==> config.mk <==
export PLATFORM = sky130hd
export DESIGN_NAME = s_mem_arbiter_flat
export DESIGN_NICKNAME = d
export VERILOG_FILES = /design/src/rtl/s_mem_arbiter_pkg.sv /design/src/rtl/s_mem_arbiter_if.sv /design/src/rtl/s_mem_arbiter_rr_pick.sv /design/src/rtl/s_mem_arbiter.sv /design/src/flat_wrapper.sv
export SDC_FILE = /design/constraint.sdc
export NUM_CORES = 1
export LEC_CHECK = 0
export ABC_CLOCK_PERIOD_IN_PS = 3500
export CAP_MARGIN = 20
export CORE_ASPECT_RATIO = 1.5
export CORE_MARGIN = 2
export CORE_UTILIZATION = 39
export DETAILED_ROUTE_END_ITERATION = 7
export PLACE_DENSITY = 0.85
export SYNTH_ARGS = -nofsm -noshare
export SYNTH_HDL_FRONTEND = slang
export SYNTH_HIERARCHICAL = 1
export SYNTH_SLANG_ARGS = --single-unit
==> constraint.sdc <==
create_clock -name clk -period 3.5 [get_ports clk]
set_clock_uncertainty 0.05 [all_clocks]
set_input_delay 0.7 -clock clk [delete_from_list [all_inputs] [get_ports clk]]
set_output_delay 0.7 -clock clk [all_outputs]
set_load 0.1 [all_outputs]
==> src/rtl/s_mem_arbiter_pkg.sv <==
// s_mem_arb_pkg: shared types and constants for the working-RAM arbiter.
//   arb_state_t  : arbiter FSM states (idle / a requester owns the RAM)
//   REQ_*        : requester index assignment used by the key-search top level
//   DEF_*        : default widths for the arbiter and its bus interface
//   idx_width()  : width of a requester index, never less than one bit
package s_mem_arb_pkg;

  typedef enum logic {ARB_IDLE, ARB_OWNED} arb_state_t;

  localparam int REQ_POP  = 0;
  localparam int REQ_SHUF = 1;
  localparam int REQ_DEC  = 2;

  localparam int DEF_NUM_REQ = 3;
  localparam int DEF_ADDR_W  = 8;
  localparam int DEF_DATA_W  = 8;

  // A single requester still needs a 1-bit owner/pointer field.
  function automatic int idx_width(input int n);
    return (n > 1) ? $clog2(n) : 1;
  endfunction

endpackage

==> src/rtl/s_mem_arbiter_if.sv <==
// s_mem_arbiter_if: requester-side bus of the working-RAM arbiter.
//   req/lock/wren : per-requester access request, burst lock, write qualifier
//   addr/wdata    : flattened per-requester address and write data
//                   (requester i at [i*W +: W])
//   gnt/rvalid    : registered one-hot grant and read-data-valid pulses
//   rdata         : RAM read data broadcast to every requester
//   owner/busy    : index of the current owner, any-grant flag
// Modports: master = requester side, slave = arbiter side.
interface s_mem_arbiter_if
  import s_mem_arb_pkg::*;
#(
  parameter int NUM_REQ = DEF_NUM_REQ,
  parameter int ADDR_W  = DEF_ADDR_W,
  parameter int DATA_W  = DEF_DATA_W
);
  localparam int IDX_W = idx_width(NUM_REQ);

  logic [NUM_REQ-1:0]        req;
  logic [NUM_REQ-1:0]        lock;
  logic [NUM_REQ-1:0]        wren;
  logic [NUM_REQ*ADDR_W-1:0] addr;
  logic [NUM_REQ*DATA_W-1:0] wdata;
  logic [NUM_REQ-1:0]        gnt;
  logic [NUM_REQ-1:0]        rvalid;
  logic [DATA_W-1:0]         rdata;
  logic [IDX_W-1:0]          owner;
  logic                      busy;

  modport master (
    output req, lock, wren, addr, wdata,
    input  gnt, rvalid, rdata, owner, busy
  );

  modport slave (
    input  req, lock, wren, addr, wdata,
    output gnt, rvalid, rdata, owner, busy
  );

endinterface

==> src/rtl/s_mem_arbiter_rr_pick.sv <==
// rr_pick: combinational round-robin picker.
//   req   in  : request vector
//   ptr   in  : highest-priority index for this pick
//   valid out : some request bit is set
//   idx   out : first set request at index >= ptr, wrapping modulo NUM_REQ
module rr_pick
  import s_mem_arb_pkg::*;
#(
  parameter int NUM_REQ = DEF_NUM_REQ,
  parameter int IDX_W   = idx_width(NUM_REQ)
) (
  input  logic [NUM_REQ-1:0] req,
  input  logic [IDX_W-1:0]   ptr,
  output logic               valid,
  output logic [IDX_W-1:0]   idx
);

  logic [IDX_W-1:0] cand;

  // Walk from the farthest offset down to ptr itself so the candidate
  // closest to ptr is the last one written and therefore wins.
  always_comb begin
    valid = 1'b0;
    idx   = '0;
    cand  = '0;
    for (int k = NUM_REQ - 1; k >= 0; k--) begin
      cand = IDX_W'((int'(ptr) + k) % NUM_REQ);
      if (req[cand]) begin
        valid = 1'b1;
        idx   = cand;
      end
    end
  end

endmodule

==> src/rtl/s_mem_arbiter.sv <==
// s_mem_arbiter: round-robin arbiter and port mux in front of the single-port
// working RAM (s_memory).
//   clk          in  : system clock (CLOCK_50 at the top level)
//   reset_n      in  : asynchronous active-low reset
//   bus          if  : requester bus (slave modport), see s_mem_arbiter_if
//   mem_address  out : RAM address (owner's addr, held while idle)
//   mem_data     out : RAM write data (owner's wdata, held while idle)
//   mem_wren     out : RAM write enable, owner write accesses only
//   mem_q        in  : RAM read data, valid one cycle after the address edge
module s_mem_arbiter
  import s_mem_arb_pkg::*;
#(
  parameter int NUM_REQ = DEF_NUM_REQ,
  parameter int ADDR_W  = DEF_ADDR_W,
  parameter int DATA_W  = DEF_DATA_W
) (
  input  logic              clk,
  input  logic              reset_n,
  s_mem_arbiter_if.slave    bus,
  output logic [ADDR_W-1:0] mem_address,
  output logic [DATA_W-1:0] mem_data,
  output logic              mem_wren,
  input  logic [DATA_W-1:0] mem_q
);

  localparam int IDX_W = idx_width(NUM_REQ);

  arb_state_t         state_reg;
  logic [NUM_REQ-1:0] gnt_reg;
  logic [NUM_REQ-1:0] rvalid_reg;
  logic [IDX_W-1:0]   owner_reg;
  logic [IDX_W-1:0]   ptr_reg;
  logic [ADDR_W-1:0]  addr_hold_reg;
  logic [DATA_W-1:0]  data_hold_reg;

  logic [ADDR_W-1:0]  addr_arr  [NUM_REQ];
  logic [DATA_W-1:0]  wdata_arr [NUM_REQ];
  logic [NUM_REQ-1:0] pick_req;
  logic [NUM_REQ-1:0] pick_onehot;
  logic [IDX_W-1:0]   pick_ptr;
  logic [IDX_W-1:0]   pick_idx;
  logic [IDX_W-1:0]   ptr_after;
  logic               pick_valid;
  logic               owned;
  logic               owner_req;
  logic               owner_lock;
  logic               owner_wren;

  generate
    for (genvar gi = 0; gi < NUM_REQ; gi++) begin : g_req
      assign addr_arr[gi]    = bus.addr[gi*ADDR_W +: ADDR_W];
      assign wdata_arr[gi]   = bus.wdata[gi*DATA_W +: DATA_W];
      assign pick_onehot[gi] = (pick_idx == IDX_W'(gi));
    end
  endgenerate

  assign owned      = (state_reg == ARB_OWNED);
  assign owner_req  = bus.req[owner_reg];
  assign owner_lock = bus.lock[owner_reg];
  assign owner_wren = bus.wren[owner_reg];

  // Pointer value that takes effect on a release edge; it also steers the
  // same-edge re-arbitration so the handoff costs no idle cycle.
  assign ptr_after = (owner_reg == IDX_W'(NUM_REQ - 1)) ? '0 : owner_reg + 1'b1;
  assign pick_ptr  = owned ? ptr_after : ptr_reg;
  assign pick_req  = bus.req & ~gnt_reg;

  rr_pick #(
    .NUM_REQ (NUM_REQ),
    .IDX_W   (IDX_W)
  ) u_pick (
    .req   (pick_req),
    .ptr   (pick_ptr),
    .valid (pick_valid),
    .idx   (pick_idx)
  );

  // Only the owner's lane reaches the RAM; while idle the last driven
  // address/data are replayed from the hold registers.
  assign mem_address = owned ? addr_arr[owner_reg]  : addr_hold_reg;
  assign mem_data    = owned ? wdata_arr[owner_reg] : data_hold_reg;
  assign mem_wren    = owned & gnt_reg[owner_reg] & owner_req & owner_wren;

  assign bus.gnt    = gnt_reg;
  assign bus.rvalid = rvalid_reg;
  assign bus.rdata  = mem_q;
  assign bus.owner  = owner_reg;
  assign bus.busy   = |gnt_reg;

  always_ff @(posedge clk or negedge reset_n) begin
    if (!reset_n) begin
      state_reg     <= ARB_IDLE;
      gnt_reg       <= '0;
      rvalid_reg    <= '0;
      owner_reg     <= '0;
      ptr_reg       <= '0;
      addr_hold_reg <= '0;
      data_hold_reg <= '0;
    end else begin
      rvalid_reg <= '0;
      case (state_reg)
        ARB_IDLE: begin
          if (pick_valid) begin
            gnt_reg   <= pick_onehot;
            owner_reg <= pick_idx;
            state_reg <= ARB_OWNED;
          end
        end
        ARB_OWNED: begin
          addr_hold_reg <= addr_arr[owner_reg];
          data_hold_reg <= wdata_arr[owner_reg];
          if (owner_req) begin
            rvalid_reg[owner_reg] <= ~owner_wren;
          end else if (!owner_lock) begin
            ptr_reg <= ptr_after;
            if (pick_valid) begin
              gnt_reg   <= pick_onehot;
              owner_reg <= pick_idx;
            end else begin
              gnt_reg   <= '0;
              state_reg <= ARB_IDLE;
            end
          end
          // lock held with req low: burst gap, grant stays put
        end
        default: begin
          gnt_reg   <= '0;
          state_reg <= ARB_IDLE;
        end
      endcase
    end
  end

endmodule

==> src/flat_wrapper.sv <==
// flat-port wrapper written by rule: the top's interface ports become plain ports
module s_mem_arbiter_flat import s_mem_arb_pkg::*;
#(
  parameter int NUM_REQ = DEF_NUM_REQ,
  parameter int ADDR_W  = DEF_ADDR_W,
  parameter int DATA_W  = DEF_DATA_W
)
  (clk, reset_n, mem_address, mem_data, mem_wren, mem_q, bus_req, bus_lock, bus_wren, bus_addr, bus_wdata, bus_gnt, bus_rvalid, bus_rdata, bus_owner, bus_busy);
  s_mem_arbiter_if #(.NUM_REQ(NUM_REQ), .ADDR_W(ADDR_W), .DATA_W(DATA_W)) bus_i ();
  input  logic clk;
  input  logic reset_n;
  output logic [ADDR_W-1:0] mem_address;
  output logic [DATA_W-1:0] mem_data;
  output logic mem_wren;
  input  logic [DATA_W-1:0] mem_q;
  input wire logic [$bits(bus_i.req)-1:0] bus_req;
  input wire logic [$bits(bus_i.lock)-1:0] bus_lock;
  input wire logic [$bits(bus_i.wren)-1:0] bus_wren;
  input wire logic [$bits(bus_i.addr)-1:0] bus_addr;
  input wire logic [$bits(bus_i.wdata)-1:0] bus_wdata;
  output wire logic [$bits(bus_i.gnt)-1:0] bus_gnt;
  output wire logic [$bits(bus_i.rvalid)-1:0] bus_rvalid;
  output wire logic [$bits(bus_i.rdata)-1:0] bus_rdata;
  output wire logic [$bits(bus_i.owner)-1:0] bus_owner;
  output wire logic [$bits(bus_i.busy)-1:0] bus_busy;
  assign bus_i.req = bus_req;
  assign bus_i.lock = bus_lock;
  assign bus_i.wren = bus_wren;
  assign bus_i.addr = bus_addr;
  assign bus_i.wdata = bus_wdata;
  assign bus_gnt = bus_i.gnt;
  assign bus_rvalid = bus_i.rvalid;
  assign bus_rdata = bus_i.rdata;
  assign bus_owner = bus_i.owner;
  assign bus_busy = bus_i.busy;
  s_mem_arbiter #(.NUM_REQ(NUM_REQ), .ADDR_W(ADDR_W), .DATA_W(DATA_W)) u_core (.clk(clk), .reset_n(reset_n), .bus(bus_i), .mem_address(mem_address), .mem_data(mem_data), .mem_wren(mem_wren), .mem_q(mem_q));
endmodule
# Word-level counts from Yosys, hierarchy flattened
# Index checks and enable logic that the tools add are counted.
# word_totals
reg_bits	27
inputBits	67
elab_cells	89
# classes
n_bitwise	11
muxes	47
eq_ne	6
div	3
n_addsub	3
n_lt_le_gt_ge	6
reduce_logical	6
# op_table
op	n
modulo 32 x 3 -> 32 bit (second input constant)	2
2-to-1 mux 8 bit	6
binary-select mux 8 bit (select 2 bit)	2
modulo 3 x 3 -> 32 bit (second input constant)	1
2-to-1 mux 3 bit	6
2-to-1 mux 2 bit	8
binary-select mux 1 bit (select 2 bit)	7
2-to-1 mux 1 bit	14
< comparator 2 x 3 -> 1 bit (second input constant)	4
bitwise AND 3 bit	2
one-hot mux 3 bit (2 select lines)	1
AND reduction 3 bit	2
== test 2 bit (second input constant)	2
!= test 2 bit (second input constant)	2
inverter 1 bit	4
one-hot mux 2 bit (2 select lines)	1
adder 2 x 1 -> 3 bit (second input constant)	1
adder 2 x 2 -> 3 bit (second input constant)	1
bitwise AND 1 bit	3
greater-or-equal comparator 3 bit (second input constant)	1
inverter 2 -> 3 bit	1
inverter 3 bit	1
OR reduction 3 bit	1
adder 2 x 1 -> 2 bit (second input constant)	1
other kinds (8)	8

# Longest topological paths before layout
# Gate-level depths: netlist of run 1.
# logic_depth
word_depth	15
mapped_depth	14

# Cells and area by module
# The synthesis of run 1 kept the hierarchy.
# modules_own_cells
module	n_inst	area_each_um2	cells_per_inst
s_mem_arbiter	1	1682.9	183
rr_pick	1	191.4	27

# Least setup slack after synthesis of run 1
# No wires, ideal clock.
# synth_path
path_kind	register to output
startpoint	register u_core.owner_reg[0] (netlist: u_core/bus.owner[0])
endpoint	output mem_address[0]
required_ns	2.750
setup_slack_ns	-0.361
path_buffers	1
path_stages_with_launch	5
arrival_ns	3.111
path_cell_list	dfrtp_1 nor2b_2 buf_2 a21oi_1 a21oi_1
# synth_via
elab_chain_len	5
# synth_lines
item	line_no	rtl
from (decl)	s_mem_arbiter.sv:31	logic [IDX_W-1:0] owner_reg;
from (signal assigned)	s_mem_arbiter.sv:105	owner_reg <= pick_idx;
from (signal assigned)	s_mem_arbiter.sv:118	owner_reg <= pick_idx;
inverter 2 -> 3 bit (implied by the code)	s_mem_arbiter.sv:80	assign mem_address = owned ? addr_arr[owner_reg] : addr_hold_reg;
binary-select mux 8 bit (select 2 bit)	s_mem_arbiter.sv:80	
2-to-1 mux 8 bit (implied by the code) (2 in series)	s_mem_arbiter.sv:80	
2-to-1 mux 8 bit	s_mem_arbiter.sv:80	
to (decl)	flat_wrapper.sv:12	output logic [ADDR_W-1:0] mem_address;
# No other way between the ends. The select of a mux whose other input is x is not followed.

# Final worst setup path of run 1
# layout_path
startpoint	register u_core.state_reg (netlist: u_core/owned)
endpoint	register u_core.gnt_reg[0] (netlist: u_core/bus.gnt[0])
# layout_via
elab_cells_between_ends	29
classes_between	2 x add/sub; 3 x div; 3 x eq/ne; 18 x mux; 1 x bitwise; 2 x reduce/logical
# layout_lines
item	line_no	rtl
from (decl)	s_mem_arbiter.sv:28	arb_state_t state_reg;
from (signal assigned)	s_mem_arbiter.sv:92	state_reg <= ARB_IDLE;
from (signal assigned)	s_mem_arbiter.sv:106	state_reg <= ARB_OWNED;
from (signal assigned)	s_mem_arbiter.sv:121	state_reg <= ARB_IDLE;
2-to-1 mux 2 bit (*)	s_mem_arbiter.sv:65	assign pick_ptr = owned ? ptr_after : ptr_reg;
named net u_core.pick_ptr[1]	s_mem_arbiter.sv:40	logic [IDX_W-1:0] pick_ptr;
adder 2 x 2 -> 3 bit	s_mem_arbiter_rr_pick.sv:27	cand = IDX_W'((int'(ptr) + k) % NUM_REQ);
modulo 32 x 3 -> 32 bit	s_mem_arbiter_rr_pick.sv:27	
binary-select mux 1 bit (select 2 bit)	s_mem_arbiter_rr_pick.sv:28	if (req[cand]) begin
2-to-1 mux 1 bit (implied by the code)	s_mem_arbiter_rr_pick.sv:28	
2-to-1 mux 1 bit (2 in series)	s_mem_arbiter_rr_pick.sv:28	
2-to-1 mux 1 bit (*)	s_mem_arbiter_rr_pick.sv:28	
named net u_core.pick_valid	s_mem_arbiter.sv:43	logic pick_valid;
2-to-1 mux 3 bit	s_mem_arbiter.sv:116	if (pick_valid) begin
2-to-1 mux 3 bit	s_mem_arbiter.sv:114	end else if (!owner_lock) begin
2-to-1 mux 3 bit	s_mem_arbiter.sv:112	if (owner_req) begin
one-hot mux 3 bit (2 select lines)	s_mem_arbiter.sv:101	case (state_reg)
to (signal assigned)	s_mem_arbiter.sv:104	gnt_reg <= pick_onehot;
to (signal assigned)	s_mem_arbiter.sv:117	gnt_reg <= pick_onehot;
to (decl)	s_mem_arbiter.sv:29	logic [NUM_REQ-1:0] gnt_reg;
# Mark *: on every way through the listed nets, which the timed path passes. The rest lies on a longest branch. The select of a mux whose other input is x is not followed.
# A chain may end at the register's enable or synchronous reset.

==> results of run 1 <==
[area by class of cell]
cell class                 count  area share [%]
timing repair buffer          90           35.09
inverter                       7          0.8835
multi-input combinational    155           37.02
clock buffer                   4           1.515
tap                           64           2.692
sequential                    27           22.80
[per-stage QoR]
stage	cell area [µm²]	setup slack, ns	instances
CTS	2974	0.4064	347
detailed placement	2929	0.4203	343
finish	2974	0.3634	347
global placement	2929	0.5219	343
global route	2974	0.1112	347
floorplan	1939	0.1139	210
[per-layer routing]
| layer | GRT usage [%] | share of wire (%) | vias to the layer above |
|---|---|---|---|
| met1 | 21.65 | 38 | 880 |
| li1 | - | - | 881 |
| met2 | 36.95 | 54 | 64 |
| met3 | 0.7236 | 7.2 | 6 |
| met5 | 0 | 0 | - |
| met4 | 5.731 | 1.1 | 0 |
[cell families (layout without fill, tap and decap cells)]
group,after synthesis,after routing,share of synthesized area (%)
AND/OR/NAND/NOR,68,68,17.16
AO/OA/AOI/OAI,60,60,22.70
buffers and inverters,28,101,8.545
flip-flops,27,27,36.05
multiplexers,24,24,13.55
adder cells (fa/ha/maj),3,3,2.003
[final timing paths]
check	start	endpoint	slack [ns]	depth (start not counted)
setup / recovery	u_core/owned$_DFF_PN0_	u_core/bus.gnt[0]$_DFFE_PN0P_	0.36	10
hold reg to reg	u_core/ptr_reg[0]$_DFFE_PN0P_	u_core/ptr_reg[0]$_DFFE_PN0P_	0.45	1
hold / removal	u_core/ptr_reg[0]$_DFFE_PN0P_	u_core/ptr_reg[0]$_DFFE_PN0P_	0.45	1
min in group asynchronous	reset_n	u_core/data_hold_reg[6]$_DFF_PN0_	0.79	1
max in group asynchronous	reset_n	u_core/addr_hold_reg[6]$_DFF_PN0_	1.97	2
setup reg to reg	u_core/owned$_DFF_PN0_	u_core/bus.gnt[0]$_DFFE_PN0P_	0.36	10
[cells in the mapped netlist, drive strengths merged]
master,n
nor3b,2
a32oi,1
inv,7
nand2,9
nor4b,1
mux2,5
a2bb2oi,1
nor3,1
and2,1
buf,18
o31ai,1
a31oi,1
o22ai,2
a21oi,35
o21ai,4
o311ai,2
nand4,1
o2bb2ai,1
dfrtp,27
clkbuf,3
o211ai,5
a21o,1
nor2b,7
nand3b,2
nor4,1
or3,1
nand3,3
o22a,1
nor2,39
ha,3
mux2i,19
a21boi,1
o221ai,1
o32a,2
o21a,1
[critical path, cell delays in order, from the launching register on]
cell and delay, ns:
dfrtp_1 0.59, mux2_2 0.41, inv_1 0.06, ha_1 0.36, mux2i_1 0.23, o221ai_1 0.14, o32a_1 0.44, inv_1 0.18
nor3_1 0.08, o21ai_0 0.32, o311ai_4 0.15
==> out/qor.log, run 1 <==
[final_layout] register area 678.2 µm²
[logic_synthesis] post-synthesis instance total 210
[clock_network] Skew-Pair Late Insertion Delay 0.27 ns
[global_routing] first-pass GRT wire length 7962 µm
[timing] setup tns final 0 ns
[clock_network] buffers from clock root to sink, at most 2
[final_layout] share of post-route cells with drive strength above 1 22.97%
[floorplanning] core area 4579 µm²
[placement] count of input and output buffers 84
[timing] actual slew at the worst max-slew pin 0.9761 ns
[logic_synthesis] mean area per synthesized cell 8.925 µm²
[floorplanning] number of top-level pins 101
[placement] DPL Wire Length 4099 µm
[global_routing] number of global-route vias before repair 1796
[timing] final clock period utilization by the worst path 89.62%
[floorplanning] width of the die 60.61 µm
[worst_setup_path] Arr. time, crit path 3.23 ns
[placement] routability congestion estimate 0.9485
[clock_network] CTS buffer count 3
[clock_network] clock-pin transition on the worst setup and hold timing paths 0.09 ns
[floorplanning] Initial Utilization 40.93%
[routing] remaining antenna violation count 0
[final_layout] commonest cells after routing, fill and taps aside 62 x clkdlybuf4s50_1, 37 x nor2_1, 25 x dfrtp_1
[routing] number of vias after detailed routing 1831
[timing] Final setup viols 0
[logic_synthesis] cell types with the largest area share after synthesis dfrtp_1 36%, mux2i_1 9.6%, a21oi_1 9.1%
[final_layout] P&R area growth vs syn 58.68%
[worst_setup_path] category of the worst setup path launch point flop
[final_layout] total number of nets in the final design 354
[logic_synthesis] Yosys cell types 48
[routing] Vias/cell 5.277
[min_path] type of the tightest min-delay check reg -> reg
[final_layout] n_diodes 0
[logic_synthesis] netlist area before placement 1874 µm²
[timing] max frequency 0.3188 GHz
[global_routing] GRT Util Overall 19.01%
[timing] minimum period implied by the final worst setup slack 3.137 ns
[global_routing] total overflow reported by the global router 0
[clock_network] CTS tree yes
[worst_setup_path] Worst Path Max Fanout 11
[timing] setup repair after global routing missed its margin no
[logic_synthesis] flip-flop and latch count after synthesis 27
[worst_setup_path] Worst Setup End Kind flop
[floorplanning] Total Die Area 5388 µm²
[floorplanning] die height 88.91 µm
[logic_synthesis] portion of the post-synthesis area used by sequential elements 36.05%
[logic_synthesis] cell taking the most area after synthesis dfrtp_1
[routing] count of routing violations after the opening detailed-route iteration 88
[clock_network] postcts setup bufs 0
[run] number of maximum-capacitance violations 0
[routing] Total Wirelength 5201 µm
[routing] wire length per cell 14.99 µm
[logic_synthesis] share of the synthesized area in the top cell type 36.05%
[final_layout] fill cell instance count of the final layout 368
[final_layout] area occupied by multi-input gates 1101 µm²
[clock_network] CTS root buf clkbuf_8
[timing] worst slew slack as a fraction of its limit 34.72%
[logic_synthesis] count of yosys warnings during synthesis 6
[outcome] outcome complete, no violations
[worst_setup_path] required time at the endpoint of the critical path 3.59 ns
[clock_network] H-Tree Depth 1
[final_layout] most common library cell in the layout ignoring fill and taps clkdlybuf4s50_1
[global_routing] largest net degree at the start of global routing 31
[clock_network] post-cts gate resize count 0
[routing] Residual DRC 0
[timing] final number of hold-violating endpoints 0
[clock_network] Clock Sink Count 27
[global_routing] antenna violations before repair 0
[clock_network] cts hold-fix bufs 0
[routing] detailed-router iteration count before antenna repair 4
[final_layout] Post-Route Utilization 64.95%
[floorplanning] row cnt 30
[timing] final-layout worst hold slack 0.4465 ns
[timing] number of slew-limit violations in the final report 0
[worst_setup_path] critical path class reg -> reg
[logic_synthesis] net count after synthesis 280
Power of run 1 is left out: the tool's default activity adds up to more than one toggle a clock period on the data nets, which glitch-free logic cannot reach.
==> run 2: changes to the inputs <==
--- a/config.mk
+++ b/config.mk
@@ -10,6 +10,7 @@
 export CORE_ASPECT_RATIO = 1.5
 export CORE_MARGIN = 2
 export CORE_UTILIZATION = 39
+export CTS_CLUSTER_DIAMETER = 100
 export DETAILED_ROUTE_END_ITERATION = 7
 export PLACE_DENSITY = 0.85
 export SYNTH_ARGS = -nofsm -noshare
==> results of run 2 <==
The final DEF is identical to that of run 1; final timing and power are the same.
Power of run 2 is left out for the same reason.
